### src/rtl/seg7_scan_reader_if.sv
// seg7_scan_reader_if: scanned display bus in, reconstructed frame out
interface seg7_scan_reader_if;
    logic [3:0]  an;
    logic [6:0]  LED;
    logic [15:0] value;
    logic [3:0]  blank_mask;
    logic [3:0]  err_mask;
    logic        frame_valid;
    modport master (output an, LED, input value, blank_mask, err_mask, frame_valid);
    modport slave  (input an, LED, output value, blank_mask, err_mask, frame_valid);
endinterface

### src/rtl/seg7_scan_reader.sv
// seg7_scan_reader: rebuilds a 16-bit hex value from a multiplexed active-low 4-digit seven-segment bus
module seg7_scan_reader #(
    parameter int STABLE_CYCLES = 4
) (
    input logic clk,
    input logic reset,
    seg7_scan_reader_if.slave bus
);
    logic [3:0]  an_q;
    logic [6:0]  seg_q;
    logic [7:0]  run;
    logic [3:0]  got;
    logic [15:0] sh_val;
    logic [3:0]  sh_blk;
    logic [3:0]  sh_err;
    logic        match;
    logic        capture;
    logic [1:0]  sel;
    logic [3:0]  dec_nib;
    logic        dec_blk;
    logic        dec_err;
    logic [3:0]  got_nxt;
    logic [15:0] val_nxt;
    logic [3:0]  blk_nxt;
    logic [3:0]  err_nxt;

    assign match   = ({bus.an, bus.LED} == {an_q, seg_q}) && $onehot(~bus.an);
    assign capture = match && (run == 8'(STABLE_CYCLES - 1));
    assign sel     = !an_q[0] ? 2'd0 : !an_q[1] ? 2'd1 : !an_q[2] ? 2'd2 : 2'd3;

    always_comb begin
        dec_nib = 4'h0;
        dec_blk = 1'b0;
        dec_err = 1'b0;
        case (seg_q)
            7'b0000001: dec_nib = 4'h0;
            7'b1001111: dec_nib = 4'h1;
            7'b0010010: dec_nib = 4'h2;
            7'b0000110: dec_nib = 4'h3;
            7'b1001100: dec_nib = 4'h4;
            7'b0100100: dec_nib = 4'h5;
            7'b0100000: dec_nib = 4'h6;
            7'b0001111: dec_nib = 4'h7;
            7'b0000000: dec_nib = 4'h8;
            7'b0001100: dec_nib = 4'h9;
            7'b0001000: dec_nib = 4'hA;
            7'b1100000: dec_nib = 4'hB;
            7'b0110001: dec_nib = 4'hC;
            7'b1000010: dec_nib = 4'hD;
            7'b0110000: dec_nib = 4'hE;
            7'b0111000: dec_nib = 4'hF;
            7'b1111111: dec_blk = 1'b1;
            default:    dec_err = 1'b1;
        endcase
    end

    // Shadow contents with the digit being captured merged in, so a completing frame needs no extra cycle
    always_comb begin
        val_nxt = sh_val;
        blk_nxt = sh_blk;
        err_nxt = sh_err;
        val_nxt[4*sel +: 4] = dec_nib;
        blk_nxt[sel] = dec_blk;
        err_nxt[sel] = dec_err;
        got_nxt = got | (4'b0001 << sel);
    end

    always_ff @(posedge clk) begin
        if (reset) begin
            an_q            <= 4'hF;
            seg_q           <= 7'h7F;
            run             <= 8'd0;
            got             <= 4'h0;
            sh_val          <= 16'h0;
            sh_blk          <= 4'h0;
            sh_err          <= 4'h0;
            bus.value       <= 16'h0;
            bus.blank_mask  <= 4'h0;
            bus.err_mask    <= 4'h0;
            bus.frame_valid <= 1'b0;
        end else begin
            an_q            <= bus.an;
            seg_q           <= bus.LED;
            run             <= !match ? 8'd0 : (run == 8'(STABLE_CYCLES)) ? run : run + 8'd1;
            bus.frame_valid <= 1'b0;
            if (capture) begin
                sh_val <= val_nxt;
                sh_blk <= blk_nxt;
                sh_err <= err_nxt;
                if (got_nxt == 4'hF) begin
                    bus.value       <= val_nxt;
                    bus.blank_mask  <= blk_nxt;
                    bus.err_mask    <= err_nxt;
                    bus.frame_valid <= 1'b1;
                    got             <= 4'h0;
                end else begin
                    got <= got_nxt;
                end
            end
        end
    end
endmodule

### src/flat_wrapper.sv
// flat-port wrapper written by rule: the top's interface ports become plain ports
module seg7_scan_reader_flat 
#(
    parameter int STABLE_CYCLES = 4
)
  (clk, reset, bus_an, bus_LED, bus_value, bus_blank_mask, bus_err_mask, bus_frame_valid);
  seg7_scan_reader_if bus_i ();
  input logic clk;
  input logic reset;
  input wire logic [$bits(bus_i.an)-1:0] bus_an;
  input wire logic [$bits(bus_i.LED)-1:0] bus_LED;
  output wire logic [$bits(bus_i.value)-1:0] bus_value;
  output wire logic [$bits(bus_i.blank_mask)-1:0] bus_blank_mask;
  output wire logic [$bits(bus_i.err_mask)-1:0] bus_err_mask;
  output wire logic [$bits(bus_i.frame_valid)-1:0] bus_frame_valid;
  assign bus_i.an = bus_an;
  assign bus_i.LED = bus_LED;
  assign bus_value = bus_i.value;
  assign bus_blank_mask = bus_i.blank_mask;
  assign bus_err_mask = bus_i.err_mask;
  assign bus_frame_valid = bus_i.frame_valid;
  seg7_scan_reader #(.STABLE_CYCLES(STABLE_CYCLES)) u_core (.clk(clk), .reset(reset), .bus(bus_i));
endmodule
### config.mk
export PLATFORM = sky130hd
export DESIGN_NAME = seg7_scan_reader_flat
export DESIGN_NICKNAME = d
export VERILOG_FILES = /design/src/rtl/seg7_scan_reader_if.sv /design/src/rtl/seg7_scan_reader.sv /design/src/flat_wrapper.sv
export SDC_FILE = /design/constraint.sdc
export NUM_CORES = 1
export LEC_CHECK = 0
export BUFFER_PORTS_ARGS = -buffer_cell sky130_fd_sc_hd__buf_4
export CAP_MARGIN = 20
export CORE_MARGIN = 1
export CORE_UTILIZATION = 58
export DETAILED_ROUTE_END_ITERATION = 10
export PLACE_DENSITY = 0.82
export SYNTH_ARGS = -nofsm -noshare
export SYNTH_HDL_FRONTEND = slang
export SYNTH_SLANG_ARGS = --single-unit
### constraint.sdc
create_clock -name clk -period 3.61 [get_ports clk]
set_input_delay 0.722 -clock clk [delete_from_list [all_inputs] [get_ports clk]]
set_output_delay 0.722 -clock clk [all_outputs]
set_load 0.01 [all_outputs]
* After elaboration in Yosys (flattened, before gate mapping)
Cells that the tools add are included. W data, S select, Z words.
Storage, ports and cells: flip-flop bits (word level) 72, output and inout port bits 25, logic and storage cells 67
Operators by class: reduce and logical (&&, ||, !) cells 8, muxes and demuxes 13, magnitude comparators 2, add/subtract/negate cells 5, bitwise operators 4, shifts and indexed selects 3, equal/unequal tests 21
Operators with widths (number):
- $pmux W4 S15 | 1
- $eq A7 B6 Y1 const B | 5
- $eq A7 B7 Y1 const B | 5
- $neg A4 Y34 | 1
- $shift A4 B34 Y16 const A | 1
- $shiftx A4 B34 Y16 | 1
- $eq A7 B4 Y1 const B | 3
- $reduce_or A17 Y1 | 1
- $bwmux W16 | 1
- $eq A11 B11 Y1 | 1
- $add A8 B1 Y8 const B | 1
- $bwmux W4 | 2
- $eq A8 B2 Y1 const B | 1
- $eq A8 B3 Y1 const B | 1
- $eq A7 B1 Y1 const B | 1
- $eq A7 B3 Y1 const B | 1
- $eq A7 B5 Y1 const B | 1
- $logic_not A7 Y1 | 1
- $mux W1 | 5
- $add A1 B1 Y2 | 2
- $eq A4 B4 Y1 const B | 1
- $mux W2 | 2
- $mux W4 | 1
- $not A4 Y4 | 1
- other kinds (11) | 15

* Depth between registers and ports, before layout
Gate-level depths: netlist (run 1).
word-level depth 8, mapped depth 12, depth with buffers taken out 11

* Least setup slack after synthesis (run 1)
Ideal clock, no wire load.
kind input-to-reg, start input bus_an[2], end register u_core.sh_err[0], setup slack 0.369 ns, buffers on the path 0, data arrival time 3.179 ns, stages on the path 9, cells stage by stage inv_1 > ha_1 > ha_1 > fa_1 > nor3b_1 > nand4_1 > or4_1 > nor3b_1 > a32o_1
On the way: word-level cells in the longest chain between the ends 6
Ends and longest elaborated chain:
- start: declaration | RTL line flat_wrapper.sv:10 | input wire logic [$bits(bus_i.an)-1:0] bus_an;
- $not A4 Y4 | RTL line seg7_scan_reader.sv:27 | assign match = ({bus.an, bus.LED} == {an_q, seg_q}) && $onehot(~bus.an);
- $add A1 B1 Y2 (implied by the code) | RTL line seg7_scan_reader.sv:27
- $add A3 B3 Y3 (implied by the code) | RTL line seg7_scan_reader.sv:27
- $eq A3 B1 Y1 | RTL line seg7_scan_reader.sv:27
- $logic_and A1 B1 Y1 (*) | RTL line seg7_scan_reader.sv:27
- $logic_and A1 B1 Y1 (*) | RTL line seg7_scan_reader.sv:28 | assign capture = match && (run == 8'(STABLE_CYCLES - 1));
- end signal: assignment | RTL line seg7_scan_reader.sv:89 | sh_err <= err_nxt;
- end: declaration | RTL line seg7_scan_reader.sv:15 | logic [3:0] sh_err;
Every way passes the cells marked *; elsewhere a longest branch is shown, timed or not. A chain may end at the register's enable or synchronous reset.

* Worst setup path in the final report (run 1)
start input bus_an[2], end register u_core.sh_err[1]
The elaborated chain is that of the path after synthesis.

==> impl_metrics.csv, run 1 <==
group,metric,value,unit
status,status,"finished clean",
final_layout,fin_cells,512,
sta,fin_crit,3.214,ns
floorplan,row_count,27,
sta,slew_violations,0,
detailed_routing,drt_iter0_drc,208,
pwr,ir_worst_vdd,223.7,uV
sta,max_freq,311.2,MHz
clock_tree,cts_setup_buffers,0,
detailed_routing,wl_per_cell,15.38,um
synthesis,ys_warn_count,0,
worst_setup_path,crit_path_max_fanout,4,
detailed_routing,routed_wl,7877,um
floorplan,die_y,79.82,um
detailed_routing,vias_per_cell,5.910,
pwr,p_leak,1.524,nW
clock_tree,clock_sinks,72,
detailed_routing,postRouteAntennaNets,0,
clock_tree,cts_inserted_buffers,9,
grt,antenna_found_initial,0,
grt,grtUsageTotal,27.12,%
place,dp.cells,497,
sta,maxSlewHeadroom,34.52,%
final_layout,final_cell_mix,"dfxtp_1 (72), nand2_1 (49), buf_4 (43), nand3_1 (26), nor2_1 (21)",
synthesis,netlist_area,3512,sq um
floorplan,start_util,61.88,%
synthesis,synth_ff_type,"dfxtp_1",
clock_tree,cts-hold-fix-buffers,0,
final_layout,final_common_cell,"dfxtp_1",
flow_run,drv_cap,0,
synthesis,async_reset_ff_share,0,%
final_layout,finish.net_count,463,
sta,setup_viol,0,
sta,fin_crit_sh,89.02,%
sta,hold_viol,0,
sta,holdWs,0.4505,ns
place,dp_hpwl,5423,um
grt,grt_pass1_vias,2903,
grt,grt_first_pass_wirelength,13300,um
grt,globalRouteOverflowTotal,0,
worst_setup_path,worstSetupEndpointType,"register",
clock_tree,ctsHtreeMaxLevel,3,
floorplan,fp.dieArea,6370,sq um
clock_tree,root_buffer,"clkbuf_8",
worst_setup_path,cp.required,3.90,ns
grt,grt_max_degree,30,
final_layout,drive_above_1_share,17.05,%
clock_tree,cts_tree,"done",
sta,fin_setup_tns,0,ns
synthesis,avgSynthCellArea,8.672,sq um
synthesis,syn_inst,405,
detailed_routing,drcViolationCount,0,
place,io_buffer_count,37,
synthesis,seq_area_frac_synth,41.04,%
synthesis,ys_ff_latch,72,
sta,worstMarginPinSlew,0.9748,ns
floorplan,core,5675,sq um
floorplan,die_w,79.82,um
synthesis,synth_edf_count,0,
final_layout,syn_to_final_growth,14.82,%
detailed_routing,drtPass1Iterations,5,
sta,rsz0062_at_grt,"no",
floorplan,ios,38,
final_layout,antenna_cells,0,
place,gp_congestion,0.8191,
hold_path,min_path_type,"register to register",
clock_tree,cts_resized,0,
worst_setup_path,startpoint_type,"input port",
synthesis,syn-num-nets,432,
sta,clock-skew-final,0.004510,ns
clock_tree,clockBufferDepth,2,
synthesis,synth_cell_type_count,55,
worst_setup_path,cp.arrival,3.51,ns
pwr,power_density,401.0,nW/um^2
detailed_routing,vias,3026,
worst_setup_path,critical_path_class,"input port to register",
clock_tree,path_clk_slew,0.07,ns
clock_tree,clock_latency,0.35,ns
## synth_stat cells (3+ instances only)
library cell	instances	area (sq um)
dfxtp_1	72	1441
nor2b_1	5	31.28
nor2_1	21	78.83
a32oi_1	9	78.83
nand2_1	49	183.9
nand4_1	6	37.54
nor3_1	10	50.05
buf_2	7	35.03
ha_1	13	162.7
a211oi_1	3	22.52
xnor2_1	15	131.4
a21oi_1	16	80.08
o21ai_0	14	70.07
o32ai_1	5	43.79
o21ai_1	12	60.06
clkbuf_1	13	48.80
mux2i_1	4	40.04
o22ai_1	5	31.28
and3_1	7	43.79
or2_2	8	50.05
xor2_1	6	52.55
nand3b_1	7	52.55
nand3_1	26	130.1
and2_1	4	25.02
a32o_1	5	50.05
a22oi_1	12	90.09
inv_1	19	71.32
nor3b_1	3	22.52
## sequential cells by signal, indices dropped and copies added, names as in the netlist
signal and cells:
u_core.bus.value 16, u_core.sh_val 16, u_core.run 8, u_core.seg_q 7, u_core.an_q 4, u_core.bus.blank_mask 4, u_core.bus.err_mask 4, u_core.got 4
u_core.sh_blk 4, u_core.sh_err 4, u_core.bus.frame_valid 1
## logic make-up after synthesis
family	synth area share [%]
fa+ha+maj	5.201
simple gates	24.62
buf+inv	5.914
xor+xnor	5.237
flops	41.04
compound gates	16.85
mux	1.140
## through the flow
step	total power (W)	utilization [%]	setup slack (ns)	area, sq um
finish	0.001617	71.05	0.3964	4033
CTS	0.001621	71.05	0.4242	4033
global placement	0.0009650	67.42	0.1959	3826
global route	0.001669	71.05	0.2341	4033
detailed placement	0.0009691	67.42	0.1231	3826
floorplan	0.0009292	-	0.3693	3512
## worst paths after layout
kind	startpoint	slack, ns	cells after the start	end
worst max register to register	u_core.seg_q[6]	0.84	7	u_core.sh_err[1]
worst max-delay path	bus_an[2]	0.40	11	u_core.sh_err[1]
worst min-delay path	u_core.bus.value[15]	0.45	2	u_core.bus.value[15]
worst min register to register	u_core.bus.value[15]	0.45	2	u_core.bus.value[15]
## area by class of cell
class | count | area (sq um)
multi-input combinational | 289 | 1872
clock inverter | 2 | 37.54
tap | 72 | 90.09
fill | 468 | 1643
sequential | 72 | 1441
inverter | 20 | 80.08
clock buffer | 13 | 168.9
timing repair buffer | 44 | 342.8
## report_power, final
group	switching [W]	internal (W)	leakage, nW
registers	0.0000163	0.000800	0.583
clock network	0.000290	0.000372	0.102
logic	0.0000843	0.0000538	0.839
## layer usage
layer  global-route usage (%)  routed length (um)
met2                    45.64                3778
met4                    12.86                 183
met3                    4.000                 350
met1                    33.88                3565
met5                        0                   0
## critical path, stage by stage
cell	delay (ns)
buf_4	0.09
inv_1	0.05
ha_1	0.29
ha_1	0.21
fa_1	0.43
nor3b_1	0.29
nand4_1	0.25
or4_1	0.65
nor3b_1	0.23
buf_4	0.17
a32o_1	0.12
Power figures use the tool's default switching activity.
==> run 2, diff against run 1 <==
==> constraint.sdc (replaced) <==
create_clock -name clk -period 3.04 [get_ports clk]
set_input_delay 0.608 -clock clk [delete_from_list [all_inputs] [get_ports clk]]
set_output_delay 0.608 -clock clk [all_outputs]
set_load 0.01 [all_outputs]
==> impl_metrics.csv, run 2 (synthesis gave the netlist of run 1 again) <==
group,metric,value,unit
worst_setup_path,crit_path_max_fanout,14,
flow_run,drv_cap,0,
sta,fin_setup_tns,0,ns
place,io_buffer_count,37,
sta,rsz0062_at_grt,"no",
detailed_routing,wl_per_cell,14.86,um
sta,slew_violations,0,
final_layout,finish.net_count,481,
worst_setup_path,cpPeakStageDelay,0.45,ns
detailed_routing,drtPass1Iterations,5,
worst_setup_path,crit_start,"bus_an[2]",
floorplan,core,5675,sq um
final_layout,final_common_cell,"dfxtp_1",
place,gp_congestion,0.8240,
pwr,ir_worst_vdd,338.7,uV
pwr,power_density,476.3,nW/um^2
detailed_routing,routed_wl,7893,um
worst_setup_path,r2r_start,"u_core.run[5]",
worst_setup_path,cp_num_cells,14,
grt,antenna_found_initial,0,
clock_tree,path_clk_slew,0.08,ns
detailed_routing,vias_per_cell,5.895,
sta,clock-skew-final,0.006255,ns
sta,hold_viol,0,
final_layout,largest_registers,"u_core.bus.value x16, u_core.sh_val x16, u_core.run x8",
final_layout,stdcell_area,4233,sq um
clock_tree,root_buffer,"clkbuf_8",
worst_setup_path,critical_path_class,"input port to register",
status,status,"finished clean",
grt,grtUsageTotal,26.82,%
worst_setup_path,worst_path_most_repeated_cell,"buf_4",
worst_setup_path,timing.critical_path.to,"u_core.bus.value[4]",
worst_setup_path,cp_slowest_cell,"fa_1",
floorplan,row_count,27,
floorplan,start_util,61.88,%
sta,worstMarginPinSlew,0.7154,ns
sta,setup_viol,0,
final_layout,drive_above_1_share,21.13,%
clock_tree,cts-hold-fix-buffers,0,
sta,holdWs,0.4467,ns
final_layout,syn_to_final_growth,20.52,%
grt,grt_max_degree,30,
sta,fin_crit,2.859,ns
worst_setup_path,path_cells,"buf_4, inv_1, ha_1, ha_1, fa_1, nor3b_2, nand4_1, buf_4, nor3_1, buf_4, nand3_4, clkinv_4, nand2b_2, o21ai_0",
sta,maxSlewHeadroom,52.10,%
clock_tree,cts_inserted_buffers,9,
final_layout,antenna_cells,0,
worst_setup_path,cp.arrival,3.13,ns
worst_setup_path,cp.required,3.31,ns
detailed_routing,vias,3130,
pwr,p_leak,1.646,nW
worst_setup_path,startpoint_type,"input port",
worst_setup_path,reg2reg_to,"u_core.sh_val[2]",
detailed_routing,drcViolationCount,0,
clock_tree,cts_tree,"done",
clock_tree,clock_sinks,72,
sta,fin_crit_sh,94.05,%
worst_setup_path,worstSetupEndpointType,"register",
worst_setup_path,worst-path-buf-inv,5,
detailed_routing,drt_iter0_drc,191,
sta,max_freq,349.8,MHz
grt,grt_pass1_vias,2948,
floorplan,fp.dieArea,6370,sq um
place,dpl_cell_area,3984,sq um
grt,grt_first_pass_wirelength,13200,um
place,dp_slack,-0.4136,ns
worst_setup_path,path_delay_family,"adder cells",
sta,setup_ws,0.1808,ns
floorplan,ios,38,
hold_path,min_path_type,"register to register",
place,dp_hpwl,5574,um
pwr,power,0.002016,W
floorplan,die_w,79.82,um
worst_setup_path,reg2reg_depth,5,
clock_tree,ctsHtreeMaxLevel,3,
clock_tree,clockBufferDepth,2,
grt,globalRouteOverflowTotal,0,
worst_setup_path,r2r_slack,0.53,ns
final_layout,final_cell_mix,"dfxtp_1 (72), buf_4 (59), nand2_1 (49), nand3_1 (26), nor2_1 (21)",
detailed_routing,postRouteAntennaNets,0,
floorplan,die_y,79.82,um
clock_tree,clock_latency,0.35,ns
==> run 2: metal layers <==
metal,wire length (um),track usage [%],vias to the layer above
met5,0,0,-
met4,96,10.54,0
met3,431,4.457,13
met2,3833,46.32,109
met1,3531,33.07,1470
li1,-,-,1538
==> run 2: report_power, final <==
part,internal (W),switching [W],leakage (nW)
combinational,0.0000801,0.000103,0.944
clock,0.000505,0.000358,0.119
sequential,0.000950,0.0000191,0.583
==> run 2: repair_timing <==
item,in CTS,in global routing
pin swaps,1,1
setup buffers,1,0
setup endpoints to repair,4,44
resized for setup,1,1
endpoints found under the hold margin,0,0
==> run 2: area by class of cell <==
cell class              instances  area [sq um]
inverters                      20         80.08
clock buffers                  11         151.4
well taps                      72         90.09
multi-input cells             289          1888
clock inverters                 5         78.83
repair buffers                 62         503.0
fillers                       426          1443
flip-flops and latches         72          1441
==> run 2: worst min path at each step <==
stage	startpoint	end	slack [ns]	depth (start not counted)
5_1_grt	bus_LED[1]	u_core.seg_q[1]	0.45	2
4_1_cts	u_core.bus.value[10]	u_core.bus.value[10]	0.45	2
3_3_place_gp	u_core.bus.value[6]	u_core.bus.value[6]	0.44	2
6_report	u_core.bus.value[10]	u_core.bus.value[10]	0.45	2
2_1_floorplan	u_core.sh_val[12]	u_core.sh_val[12]	0.43	2
3_5_place_dp	u_core.bus.value[5]	u_core.bus.value[5]	0.44	2
==> run 2: tightest hold or removal path, delay by kind of cell, from the launching register on <==
kind	cells	cell delay, ns
compound gates	1	0.05
flops	1	0.31
simple gates	1	0.05
==> run 2: metrics by stage <==
| step | instances | utilization [%] |
|---|---|---|
| 6_report | 531 | 74.58 |
| 5_1_grt | 531 | 74.58 |
| 4_1_cts | 531 | 74.49 |
| 3_5_place_dp | 514 | 70.19 |
| 3_3_place_gp | 514 | 70.19 |
| 2_1_floorplan | 405 | - |
==> run 3, diff against run 2 <==
--- a/config.mk
+++ b/config.mk
@@ -11,6 +11,7 @@
 export CORE_UTILIZATION = 58
 export DETAILED_ROUTE_END_ITERATION = 10
 export PLACE_DENSITY = 0.82
+export SETUP_SLACK_MARGIN = 0.3
 export SYNTH_ARGS = -nofsm -noshare
 export SYNTH_HDL_FRONTEND = slang
 export SYNTH_SLANG_ARGS = --single-unit
==> impl_metrics.csv, run 3 (synthesis gave the netlist of run 1 again) <==
group,metric,value,unit
grt,use_met1,34.82,%
floorplan,start_util,61.88,%
sta,hold_viol,0,
final_layout,syn_to_final_growth,26.01,%
final_layout,multi_input_area,1986,sq um
final_layout,final_cell_mix,"dfxtp_1 (72), buf_4 (52), nand2_1 (48), nand3_1 (25), nor2_1 (21)",
sta,fin_crit_sh,90.33,%
place,dp_hpwl,5578,um
floorplan,ios,38,
clock_tree,ctsHtreeMaxLevel,3,
sta,holdWs,0.4322,ns
worst_setup_path,cp_slowest_cell,"fa_1",
clock_tree,clock_sinks,72,
clock_tree,root_buffer,"clkbuf_8",
floorplan,row_count,27,
status,status,"finished clean",
final_layout,antenna_cells,0,
worst_setup_path,worstSetupEndpointType,"register",
pwr,p_leak,1.691,nW
grt,grtUsageTotal,29.10,%
place,dp.cells,503,
final_layout,final_common_cell,"dfxtp_1",
grt,globalRouteOverflowTotal,0,
pwr,power,0.002051,W
hold_path,whs_path_depth,3,
sta,fin_crit,2.746,ns
place,gp_congestion,0.8388,
worst_setup_path,worst-path-buf-inv,3,
detailed_routing,routed_wl,8623,um
detailed_routing,postRouteAntennaNets,0,
worst_setup_path,path_delay_family,"simple AND/OR/NAND/NOR gates",
sta,maxSlewHeadroom,48.80,%
final_layout,finish.net_count,482,
pwr,ir_worst_vdd,333.7,uV
detailed_routing,drtPass1Iterations,7,
worst_setup_path,r2r_slack,0.51,ns
sta,worstMarginPinSlew,0.7600,ns
final_layout,final-seq-area,1441,sq um
worst_setup_path,worst_path_most_repeated_cell,"ha_4",
clock_tree,clock_latency,0.36,ns
grt,grt_pass1_vias,3018,
floorplan,core,5675,sq um
worst_setup_path,timing.critical_path.to,"u_core.sh_err[3]",
final_layout,fin_cells,532,
worst_setup_path,path_cells,"buf_8, inv_4, ha_4, ha_4, fa_1, nor3b_2, nand4_1, buf_4, or4_4, nor3b_4, a32o_1",
sta,rsz0062_at_grt,"yes",
worst_setup_path,reg2reg_to,"u_core.sh_val[5]",
grt,grt_max_degree,30,
clock_tree,cts_tree,"done",
grt,gr-usage-met2,50.26,%
worst_setup_path,startpoint_type,"input port",
sta,slew_violations,0,
sta,max_freq,364.2,MHz
hold_path,min_path_type,"input port to register",
sta,setup_ws,0.2941,ns
detailed_routing,wl_per_cell,16.21,um
worst_setup_path,crit_path_max_fanout,4,
worst_setup_path,crit_start,"bus_an[2]",
worst_setup_path,cpPeakStageDelay,0.44,ns
grt,antenna_found_initial,0,
grt,grt_use_met3,7.543,%
detailed_routing,drcViolationCount,0,
sta,setup_viol,0,
pwr,power_density,463.4,nW/um^2
floorplan,die_y,79.82,um
clock_tree,path_clk_slew,0.08,ns
worst_setup_path,cp.required,3.34,ns
flow_run,drv_cap,0,
final_layout,nFillCells,388,
detailed_routing,vias,3225,
floorplan,die_w,79.82,um
final_layout,largest_registers,"u_core.bus.value x16, u_core.sh_val x16, u_core.run x8",
worst_setup_path,cp_num_cells,11,
floorplan,fp.dieArea,6370,sq um
final_layout,drive_above_1_share,25.00,%
place,dp_slack,-0.1406,ns
detailed_routing,drt_iter0_drc,239,
sta,clock-skew-final,0.01276,ns
clock_tree,cts_inserted_buffers,9,
place,io_buffer_count,37,
grt,grt_busiest_layer,"met2",
worst_setup_path,r2r_start,"u_core.run[5]",
grt,grt_first_pass_wirelength,14070,um
clock_tree,clockBufferDepth,2,
worst_setup_path,reg2reg_depth,7,
detailed_routing,vias_per_cell,6.062,
worst_setup_path,cp.arrival,3.04,ns
worst_setup_path,critical_path_class,"input port to register",
-- run 3: area by class of cell --
class	instances	share of cell area (%)
Clock buffer	12	3.506
Sequential cell	72	32.57
Inverter	20	2.488
Tap cell	72	2.036
Timing Repair Buffer	63	12.81
Clock inverter	4	1.725
Multi-Input combinational cell	289	44.87
-- run 3: worst register-to-register path: stages, from the launching register on --
cell and delay [ns]:
dfxtp_1 0.35, or4_4 0.55, or4b_4 0.61, nor4_4 0.37, buf_12 0.17, nand2_1 0.10, a32oi_1 0.21, nor2_1 0.06
-- run 3: how the worst min path moves through the flow --
stage / from / to / slack, ns
6_report: bus_an[1] / u_core.an_q[1] / 0.43
2_1_floorplan: u_core.sh_val[12] / u_core.sh_val[12] / 0.43
5_1_grt: bus_an[1] / u_core.an_q[1] / 0.44
3_5_place_dp: u_core.bus.err_mask[0] / u_core.bus.err_mask[0] / 0.44
3_3_place_gp: u_core.bus.value[10] / u_core.bus.value[10] / 0.44
4_1_cts: bus_an[1] / u_core.an_q[1] / 0.43
-- run 3: per-layer routing --
metal,wire length (um),up-vias
li1,-,1554
met1,3577,1539
met2,4369,115
met3,510,17
met4,166,0
met5,0,-
-- run 3: repair_timing --
action,in CTS,in global routing
setup buffers,6,5
setup endpoints to repair,8,49
cloned,1,1
endpoints found under the hold margin,0,0
resized for setup,6,19
hold buffers,0,0
pin swaps,7,8
-- run 3: through the flow --
stage	utilization [%]	setup TNS [ns]	cell area [sq um]
final	77.98	0	4425
after global routing	77.98	0	4425
after CTS	75.82	0	4303
after detailed placement	70.00	-2.632	3973
after global placement	70.00	0	3973
after floorplan	-	0	3601
-- run 3: report_power, final --
| group | internal, W | switching, W | leakage, nW |
|---|---|---|---|
| sequential | 0.000950 | 0.0000198 | 0.583 |
| clock | 0.000509 | 0.000367 | 0.113 |
| combinational | 0.0000908 | 0.000115 | 0.996 |
